**src/rtl/alu_cmd_sequencer.sv**
```systemverilog
// alu_cmd_sequencer
//   Command front-end for the 8-bit combinational ALU. Commands arrive on a
//   valid/ready port and are queued in a DEPTH-entry FIFO. A three-state FSM
//   (IDLE -> EXEC -> RESP) pops one command at a time. It drives registered
//   operands into the ALU, writes the result and flags back into the
//   accumulator, and holds a response until the consumer takes it.
//
//   Optional feature: define ALU_CMD_CNT_EN to add cmd_count, a 16-bit
//   wrapping count of response handshakes.
//
// Ports
//   clk, rst                  clock, synchronous active-high reset
//   cmd_valid/cmd_ready       command handshake (cmd_ready = FIFO not full)
//   cmd_load                  1: load cmd_operand into ACC, no ALU op
//   cmd_op, cmd_operand       opcode and operand b
//   alu_a, alu_b, alu_op      registered ALU inputs (a = ACC snapshot)
//   alu_y, alu_carry,
//   alu_overflow, alu_zero    ALU result and status
//   res_valid/res_ready       response handshake
//   res_data, res_flags       ACC after the command, {div0, overflow, carry}
//   acc                       current accumulator
//   err_div0                  sticky divide-by-zero error
//   cmd_count                 response count (ALU_CMD_CNT_EN only)
module alu_cmd_sequencer #(
    parameter int DEPTH = 4
) (
    input  logic        clk,
    input  logic        rst,
    input  logic        cmd_valid,
    output logic        cmd_ready,
    input  logic        cmd_load,
    input  logic [3:0]  cmd_op,
    input  logic [7:0]  cmd_operand,
    output logic [7:0]  alu_a,
    output logic [7:0]  alu_b,
    output logic [3:0]  alu_op,
    input  logic [7:0]  alu_y,
    input  logic        alu_carry,
    input  logic        alu_overflow,
    input  logic        alu_zero,
    output logic        res_valid,
    input  logic        res_ready,
    output logic [7:0]  res_data,
    output logic [2:0]  res_flags,
    output logic [7:0]  acc,
`ifdef ALU_CMD_CNT_EN
    output logic [15:0] cmd_count,
`endif
    output logic        err_div0
);

    localparam int AW = $clog2(DEPTH);
    localparam int PW = AW + 1;

    typedef enum logic [1:0] {IDLE, EXEC, RESP} state_t;

    state_t                  state_q;
    logic [DEPTH-1:0]        mem_load_q;
    logic [DEPTH-1:0][3:0]   mem_op_q;
    logic [DEPTH-1:0][7:0]   mem_opnd_q;
    logic [PW-1:0]           wr_ptr_q, rd_ptr_q;
    logic                    cur_load_q;
    logic [7:0]              cur_opnd_q;
    logic [7:0]              acc_q, alu_a_q, alu_b_q, res_data_q;
    logic [3:0]              alu_op_q;
    logic [2:0]              res_flags_q;
    logic                    res_valid_q, err_div0_q;
`ifdef ALU_CMD_CNT_EN
    logic [15:0]             cnt_q;
`endif

    logic       empty, full, push;
    logic       head_load;
    logic [3:0] head_op;
    logic [7:0] head_opnd;
    logic [7:0] acc_d;
    logic [2:0] flags_d;
    logic       div0_d;

    // Extra pointer bit separates full from empty when the indices match.
    assign empty = (wr_ptr_q == rd_ptr_q);
    assign full  = (wr_ptr_q[AW] != rd_ptr_q[AW]) &&
                   (wr_ptr_q[AW-1:0] == rd_ptr_q[AW-1:0]);
    // No bypass: a pop in the same cycle does not open a full FIFO.
    assign push  = cmd_valid && !full;

    assign head_load = mem_load_q[rd_ptr_q[AW-1:0]];
    assign head_op   = mem_op_q[rd_ptr_q[AW-1:0]];
    assign head_opnd = mem_opnd_q[rd_ptr_q[AW-1:0]];

    assign cmd_ready = !full;
    assign alu_a     = alu_a_q;
    assign alu_b     = alu_b_q;
    assign alu_op    = alu_op_q;
    assign res_valid = res_valid_q;
    assign res_data  = res_data_q;
    assign res_flags = res_flags_q;
    assign acc       = acc_q;
    assign err_div0  = err_div0_q;
`ifdef ALU_CMD_CNT_EN
    assign cmd_count = cnt_q;
`endif

    // FIFO storage needs no reset; the pointers define which entries are live.
    always_ff @(posedge clk) begin
        if (push) begin
            mem_load_q[wr_ptr_q[AW-1:0]] <= cmd_load;
            mem_op_q[wr_ptr_q[AW-1:0]]   <= cmd_op;
            mem_opnd_q[wr_ptr_q[AW-1:0]] <= cmd_operand;
        end
    end

    // Writeback in EXEC. alu_op_q holds the opcode of the command in
    // flight, because load commands leave the ALU inputs untouched.
    always_comb begin
        acc_d   = alu_y;
        flags_d = 3'b000;
        div0_d  = 1'b0;
        if (cur_load_q) begin
            acc_d = cur_opnd_q;
        end else if (alu_op_q == 4'd3 && alu_zero) begin
            acc_d   = acc_q;
            flags_d = 3'b100;
            div0_d  = 1'b1;
        end else begin
            case (alu_op_q)
                4'd0, 4'd1, 4'd8, 4'd9: flags_d = {2'b00, alu_carry};
                4'd2:                   flags_d = {1'b0, alu_overflow, 1'b0};
                default:                flags_d = 3'b000;
            endcase
        end
    end

    always_ff @(posedge clk) begin
        if (rst) begin
            state_q     <= IDLE;
            wr_ptr_q    <= '0;
            rd_ptr_q    <= '0;
            cur_load_q  <= 1'b0;
            cur_opnd_q  <= '0;
            acc_q       <= '0;
            alu_a_q     <= '0;
            alu_b_q     <= '0;
            alu_op_q    <= '0;
            res_data_q  <= '0;
            res_flags_q <= '0;
            res_valid_q <= 1'b0;
            err_div0_q  <= 1'b0;
`ifdef ALU_CMD_CNT_EN
            cnt_q       <= '0;
`endif
        end else begin
            if (push) wr_ptr_q <= wr_ptr_q + PW'(1);
            case (state_q)
                IDLE: begin
                    if (!empty) begin
                        rd_ptr_q   <= rd_ptr_q + PW'(1);
                        cur_load_q <= head_load;
                        cur_opnd_q <= head_opnd;
                        if (!head_load) begin
                            alu_a_q  <= acc_q;
                            alu_b_q  <= head_opnd;
                            alu_op_q <= head_op;
                        end
                        state_q <= EXEC;
                    end
                end
                EXEC: begin
                    acc_q       <= acc_d;
                    res_data_q  <= acc_d;
                    res_flags_q <= flags_d;
                    if (div0_d) err_div0_q <= 1'b1;
                    res_valid_q <= 1'b1;
                    state_q     <= RESP;
                end
                RESP: begin
                    if (res_ready) begin
                        res_valid_q <= 1'b0;
`ifdef ALU_CMD_CNT_EN
                        cnt_q       <= cnt_q + 16'd1;
`endif
                        state_q     <= IDLE;
                    end
                end
                default: state_q <= IDLE;
            endcase
        end
    end

endmodule

```
**config.mk**
```make
export PLATFORM = sky130hd
export DESIGN_NAME = alu_cmd_sequencer
export DESIGN_NICKNAME = d
export VERILOG_FILES = /design/src/rtl/alu_cmd_sequencer.sv
export SDC_FILE = /design/constraint.sdc
export NUM_CORES = 1
export LEC_CHECK = 0
export CAP_MARGIN = 20
export CORE_ASPECT_RATIO = 1.4
export CORE_MARGIN = 1
export CORE_UTILIZATION = 47
export DETAILED_ROUTE_END_ITERATION = 6
export PLACE_DENSITY = 0.85
export SYNTH_ARGS = -nofsm -noshare
export SYNTH_HDL_FRONTEND = slang
export SYNTH_SLANG_ARGS = --single-unit
```
**constraint.sdc**
```tcl
create_clock -name clk -period 2 [get_ports clk]
set_clock_uncertainty 0.2 [all_clocks]
set_input_delay 0.4 -clock clk [delete_from_list [all_inputs] [get_ports clk]]
set_output_delay 0.4 -clock clk [all_outputs]
set_load 0.1 [all_outputs]
```
# Yosys cells after proc, flatten, opt, wreduce, memory -nomap -nowiden
# Cells that the tools add are included.
word_totals:
  input_bits: 28
  mem_bits_rw: 0
  n_memories: 0
  output_inout_bits: 42
  regBits: 102
  word_cells: 83
  rom_bits: 0
  latchBits: 0
op_classes:
  mul: 0
  addsub: 2
  n_reduce_logical: 15
  eq_ne: 13
  shifts: 0
  n_bitwise: 2
  n_lt_le_gt_ge: 3
  muxes: 27
  n_div: 0
op_table:
  columns: ["op", "count"]
  rows:
  - ["bitwise mux 32 bit", 1]
  - ["two-way mux 8 bit", 4]
  - ["binary-select mux 8 bit (select 2 bit)", 1]
  - ["bitwise mux 16 bit", 1]
  - ["demux 8 bit (select 2 bit)", 1]
  - ["AND reduction 2 bit", 5]
  - ["binary-select mux 4 bit (select 2 bit)", 1]
  - ["demux 4 bit (select 2 bit)", 1]
  - ["equality test 4 x 2 -> 1 bit (second input constant)", 2]
  - ["equality test 4 bit (second input constant)", 2]
  - ["two-way mux 4 bit", 2]
  - ["adder 3 x 1 -> 3 bit (second input constant)", 2]
  - ["less-than comparator 2 x 3 -> 1 bit (second input constant)", 2]
  - ["two-way mux 3 bit", 2]
  - ["inequality test 2 bit (second input constant)", 3]
  - ["case mux 2 bit (3 select lines)", 1]
  - ["two-way mux 1 bit", 5]
  - ["bitwise mux 4 bit", 1]
  - ["equality test 4 x 1 -> 1 bit (second input constant)", 1]
  - ["logical AND 1 bit", 4]
  - ["zero test 4 bit", 1]
  - ["two-way mux 2 bit", 2]
  - ["case mux 2 bit (2 select lines)", 1]
  - ["OR reduction 4 bit", 1]
  - ["14 further kinds", 15]

# Longest topological paths before layout
depth:
  depth_word: 5
  mapped_depth: 7
  ltp_nobuf: 4

# Least setup slack after synthesis
# No wires, ideal clock.
synth_path:
  path_type: "reg2reg"
  start: "register alu_op_q[1] (netlist: alu_op[1])"
  end: "register res_data_q[5] (netlist: res_data[5])"
  period_less_slack_ns: 2.421
  required_time_ns: 1.662
  path_stages_with_launch: 6
  setup_ns: 0.138
  t_arrival_ns: 2.084
  n_path_buf: 1
  path_slack_ns: -0.421
  cell_sequence: "dfxtp_1 -> nor4b_1 -> a31oi_1 -> clkbuf_1 -> nor2_1 -> a211oi_1"
synth_between:
  elab_chain_len: 4
synth_rtl:
  columns: ["item", "line", "text"]
  rows:
  - ["start, declared", "65", "logic [3:0] alu_op_q;"]
  - ["start signal, assigned", "163", "alu_op_q <= head_op;"]
  - ["equality test 4 x 2 -> 1 bit", "121", "end else if (alu_op_q == 4'd3 && alu_zero) begin"]
  - ["logical AND 1 bit", "121", null]
  - ["inequality test 2 bit (no line)", null, null]
  - ["AND reduction 2 bit (no line)", null, null]
  - ["end signal, assigned", "145", "res_data_q <= '0;"]
  - ["end signal, assigned", "170", "res_data_q <= acc_d;"]
  - ["end, declared", "64", "logic [7:0] acc_q, alu_a_q, alu_b_q, res_data_q;"]
# No other way between the ends.
# A chain may end at the register's enable or synchronous reset.

# Worst setup path in the final report
layout_path:
  start: "register rd_ptr_q[0]"
  end: "register alu_b_q[5] (netlist: alu_b[5])"
layout_between:
  elab_chain_len: 4
  elab_cells_between_ends: 8
  cone_classes: "1 x eq/ne; 4 x mux; 2 x bitwise; 1 x reduce/logical"
layout_rtl:
  columns: ["item", "line", "text"]
  rows:
  - ["start, declared", "61", "logic [PW-1:0] wr_ptr_q, rd_ptr_q;"]
  - ["start signal, assigned", "157", "rd_ptr_q <= rd_ptr_q + PW'(1);"]
  - ["binary-select mux 1 bit (select 2 bit)", "87", "assign head_load = mem_load_q[rd_ptr_q[AW-1:0]];"]
  - ["two-way mux 1 bit (implied by the code)", "87", null]
  - ["inverter 1 bit (no line)", null, null]
  - ["AND reduction 3 bit (no line)", null, null]
  - ["end signal, assigned", "162", "alu_b_q <= head_opnd;"]
  - ["end, declared", "64", null]
# Several ways; a longest one is shown, not always the timed one. The select of a mux whose other input is x is not followed.

==> results.md <==
- Antenna Nets Post-Route: 0
- Tmin final: 2.05 ns
- Pin count of the biggest net entering global routing: 52
- CTS tree: built
- Post-synthesis cell count: 281
- Slew @ Worst Pin: 0.518 ns
- GR Util met1: 20.6%
- Drt initial violations: 105
- Clock-pin slew on the worst setup and hold paths: 0.06 ns
- Worst setup margin: -0.0524 ns
- Max-cap violations: 0
- Clk root buf: clkbuf_16
- Sequential power share: 32.0%
- YS warnings: 0
- Slew margin rel.: 65.0%
- Worst Path Arrival: 2.08 ns
- Failing checks: negative setup slack
- Kind of end point of the critical path: flop
- # diodes: 0
- Boundary Pins: 70
- Async SR Flop Fraction: 0%
- Multi-input logic area: 1320 um^2
- Total Die Area: 8830 um^2
- Worst Min Path Start: rst
- Number of synthesized flops with an enable pin: 52
- RSZ-0062 raised after global routing: yes
- Fin Setup TNS: -0.186 ns
- Vias per Instance: 5.28
- Switching pwr: 3.69 mW
- Grt met2 use: 34.9%
- Most common cell in the netlist: edfxtp_1
- Vias in the first global route: 2556
- DIE WIDTH: 79.7 um
- Number of port buffers: 69
- Clock Latency Late Sink: 0.34 ns
- Crit path max fanout: 20
- Pre-antenna DRT Iters: 4
- Post-synth top area share: 39.3%
- Final WL: 7840 um
- GR Util met3: 3.46%
- Hold-fix buffers, CTS: 0
- GRT Util Overall: 19.9%
- HPWL Detailed: 5550 um
- Top Usage Layer GRT: met2
- Share of cells above drive strength 1: 28.8%
- Initial Utilization: 48.5%
- Mapped Area: 3980 um^2
- Num CTS Buffers: 9
- Count of final hold-check violations: 0
- Final period utilization: 103%
- Avg Cell Area, Syn: 14.1 um^2
- Max-slew violations: 0
- Initial antenna violation count: 0
- Hold EP: err_div0
- Worst hold slack: 0.292 ns
- Leak pwr: 2.05 nW
- Sink Count: 102
- Routability cong.: 0.734
- Sw Ratio: 40.3%
- Syn Nets: 314
- FF/Latch Area: 2580 um^2
- Final setup violation count: 6
- Post-synthesis sequential area ratio: 64.5%
- Worst path required time: 2.03 ns
- Number of synthesized register bits: 102
- First-pass GRT wire length: 12700 um
- Total congestion overflow: 0
- Ranking of synthesized cells by area: edfxtp_1 39%, dfxtp_1 25%, mux2i_1 9.8%
- Fmax: 0.487 GHz
- Top cells by count, synth: 52 x edfxtp_1, 50 x dfxtp_1, 43 x nor2_1, 39 x mux2i_1, 11 x mux4_2
- Row cnt: 39
- Post-synth cell types: 32
- Prevailing post-synth register cell: edfxtp_1
- Part of the power in combinational logic: 47.9%
- Clock Tree Buf Depth: 2
- DRC Markers: 0
- Kind of critical path: reg -> reg
- RR Endpoint: alu_b[5]
- Power per standard cell area: 1630 nW/um^2
- P&R area growth vs syn: 41.9%
- R2R depth: 5
- Synth area leader: edfxtp_1
- Hold WC Path Type: in -> reg
- Peak supply drop: 1.22 mV
- Internal power: 5.47 mW
- Status: finished, violations left
- # H-tree levels: 3
- Core Box Area: 8200 um^2
- Die span in y: 111 um
- WL per Instance: 17.0 um
- Final net count: 386
- Reg-to-reg setup timing slack: -0.05 ns
- CP Launch Type: flop
- Via Count: 2427
- Cells on Worst Hold Path: 3
- Fillers: 497
- Clk pwr share: 20.1%
- Worst R2R Start: rd_ptr_q[0]
[timing repair]
action                     CTS  global route
pin swaps                    1             1
resized for setup            4             9
setup endpoints to repair   21            74
setup buffers                1             0
[sequential cells by signal (all words and copies together), names as in the netlist, 3 cells and up]
name / flops
alu_b: 8
mem_op_q: 16
res_data: 8
cur_opnd_q: 8
alu_a: 8
mem_opnd_q: 32
res_flags: 3
mem_load_q: 4
rd_ptr_q: 3
alu_op: 4
wr_ptr_q: 3
[cell families (layout without fill, tap and decap cells)]
group                      Yosys count  after routing  share of synthesized area [%]
muxes                               52             52                           17.4
adders and majority gates            5              5                           1.57
xor gates and xnor gates             6              6                           1.32
buffers and inverters               29            106                           4.19
and+or+nand+nor                     66             66                           7.52
DFF                                102            102                           64.5
AOI/OAI and AO/OA                   21             21                           3.56
[worst max-delay path, stage by stage (launching register included)]
cell      delay (ns)
dfxtp_4         0.37
mux4_2          0.55
a311oi_4        0.26
buf_12          0.23
mux2i_1         0.25
nor2_1          0.06
[routing by layer]
layer | wire length (um) | vias up
met4 | 296 | 0
met3 | 324 | 18
met5 | 0 | -
met1 | 2890 | 1183
li1 | - | 1153
met2 | 4330 | 73
[worst max-delay path by stage]
stage                     slack (ns)   startpoint             end  depth (start not counted)
after floorplan                0.009  res_data[0]     res_data[0]                          1
after global placement         -0.13    cmd_valid  mem_opnd_q[30]                          4
after detailed placement       -0.16    cmd_valid   mem_opnd_q[0]                          4
after CTS                      -0.07  rd_ptr_q[0]        alu_b[5]                          5
after global routing           -0.11  rd_ptr_q[0]        alu_b[3]                          5
final                          -0.05  rd_ptr_q[0]        alu_b[5]                          5
[power by group through the flow]
stage                     combinational [mW]  clock [mW]  sequential (mW)
after floorplan                         1.83           0             3.95
after global placement                  4.21           0             2.93
after detailed placement                4.29           0             2.96
after CTS                               4.36        1.88             2.93
after global routing                    4.58        1.95             2.98
final                                   4.39        1.84             2.93
[cells in the final DEF (no fill, tap or decap), types with 4 or more instances in the layout]
master,count
inv_1,5
ha_1,5
clkbuf_16,9
dfxtp_1,44
nor2_1,43
a21oi_1,7
a211oi_1,8
mux4_2,11
nand2_1,5
mux2i_1,39
buf_4,11
clkdlybuf4s50_1,26
edfxtp_1,52
dfxtp_4,4
buf_12,45
[through the flow]
stage | setup slack, ns | power [mW] | util, % | cells | instance area [um^2]
6_report | -0.0524 | 9.16 | 68.8 | 460 | 5640
3_5_place_dp | -0.164 | 7.25 | 64.0 | 443 | 5250
5_1_grt | -0.112 | 9.51 | 68.8 | 460 | 5640
4_1_cts | -0.0682 | 9.17 | 68.3 | 460 | 5600
2_1_floorplan | 0.00938 | 5.78 | - | 281 | 4000
3_3_place_gp | -0.128 | 7.14 | 64.0 | 443 | 5250
[area by class of cell]
class / instances / share of cell area, %
well taps: 102 / 2.26
clock buffers: 11 / 4.30
inverters: 5 / 0.333
flip-flops and latches: 102 / 45.8
multi-input cells: 150 / 23.4
repair buffers: 85 / 22.5
clock inverters: 5 / 1.44
Note: power is estimated with default switching activity, not from simulation.
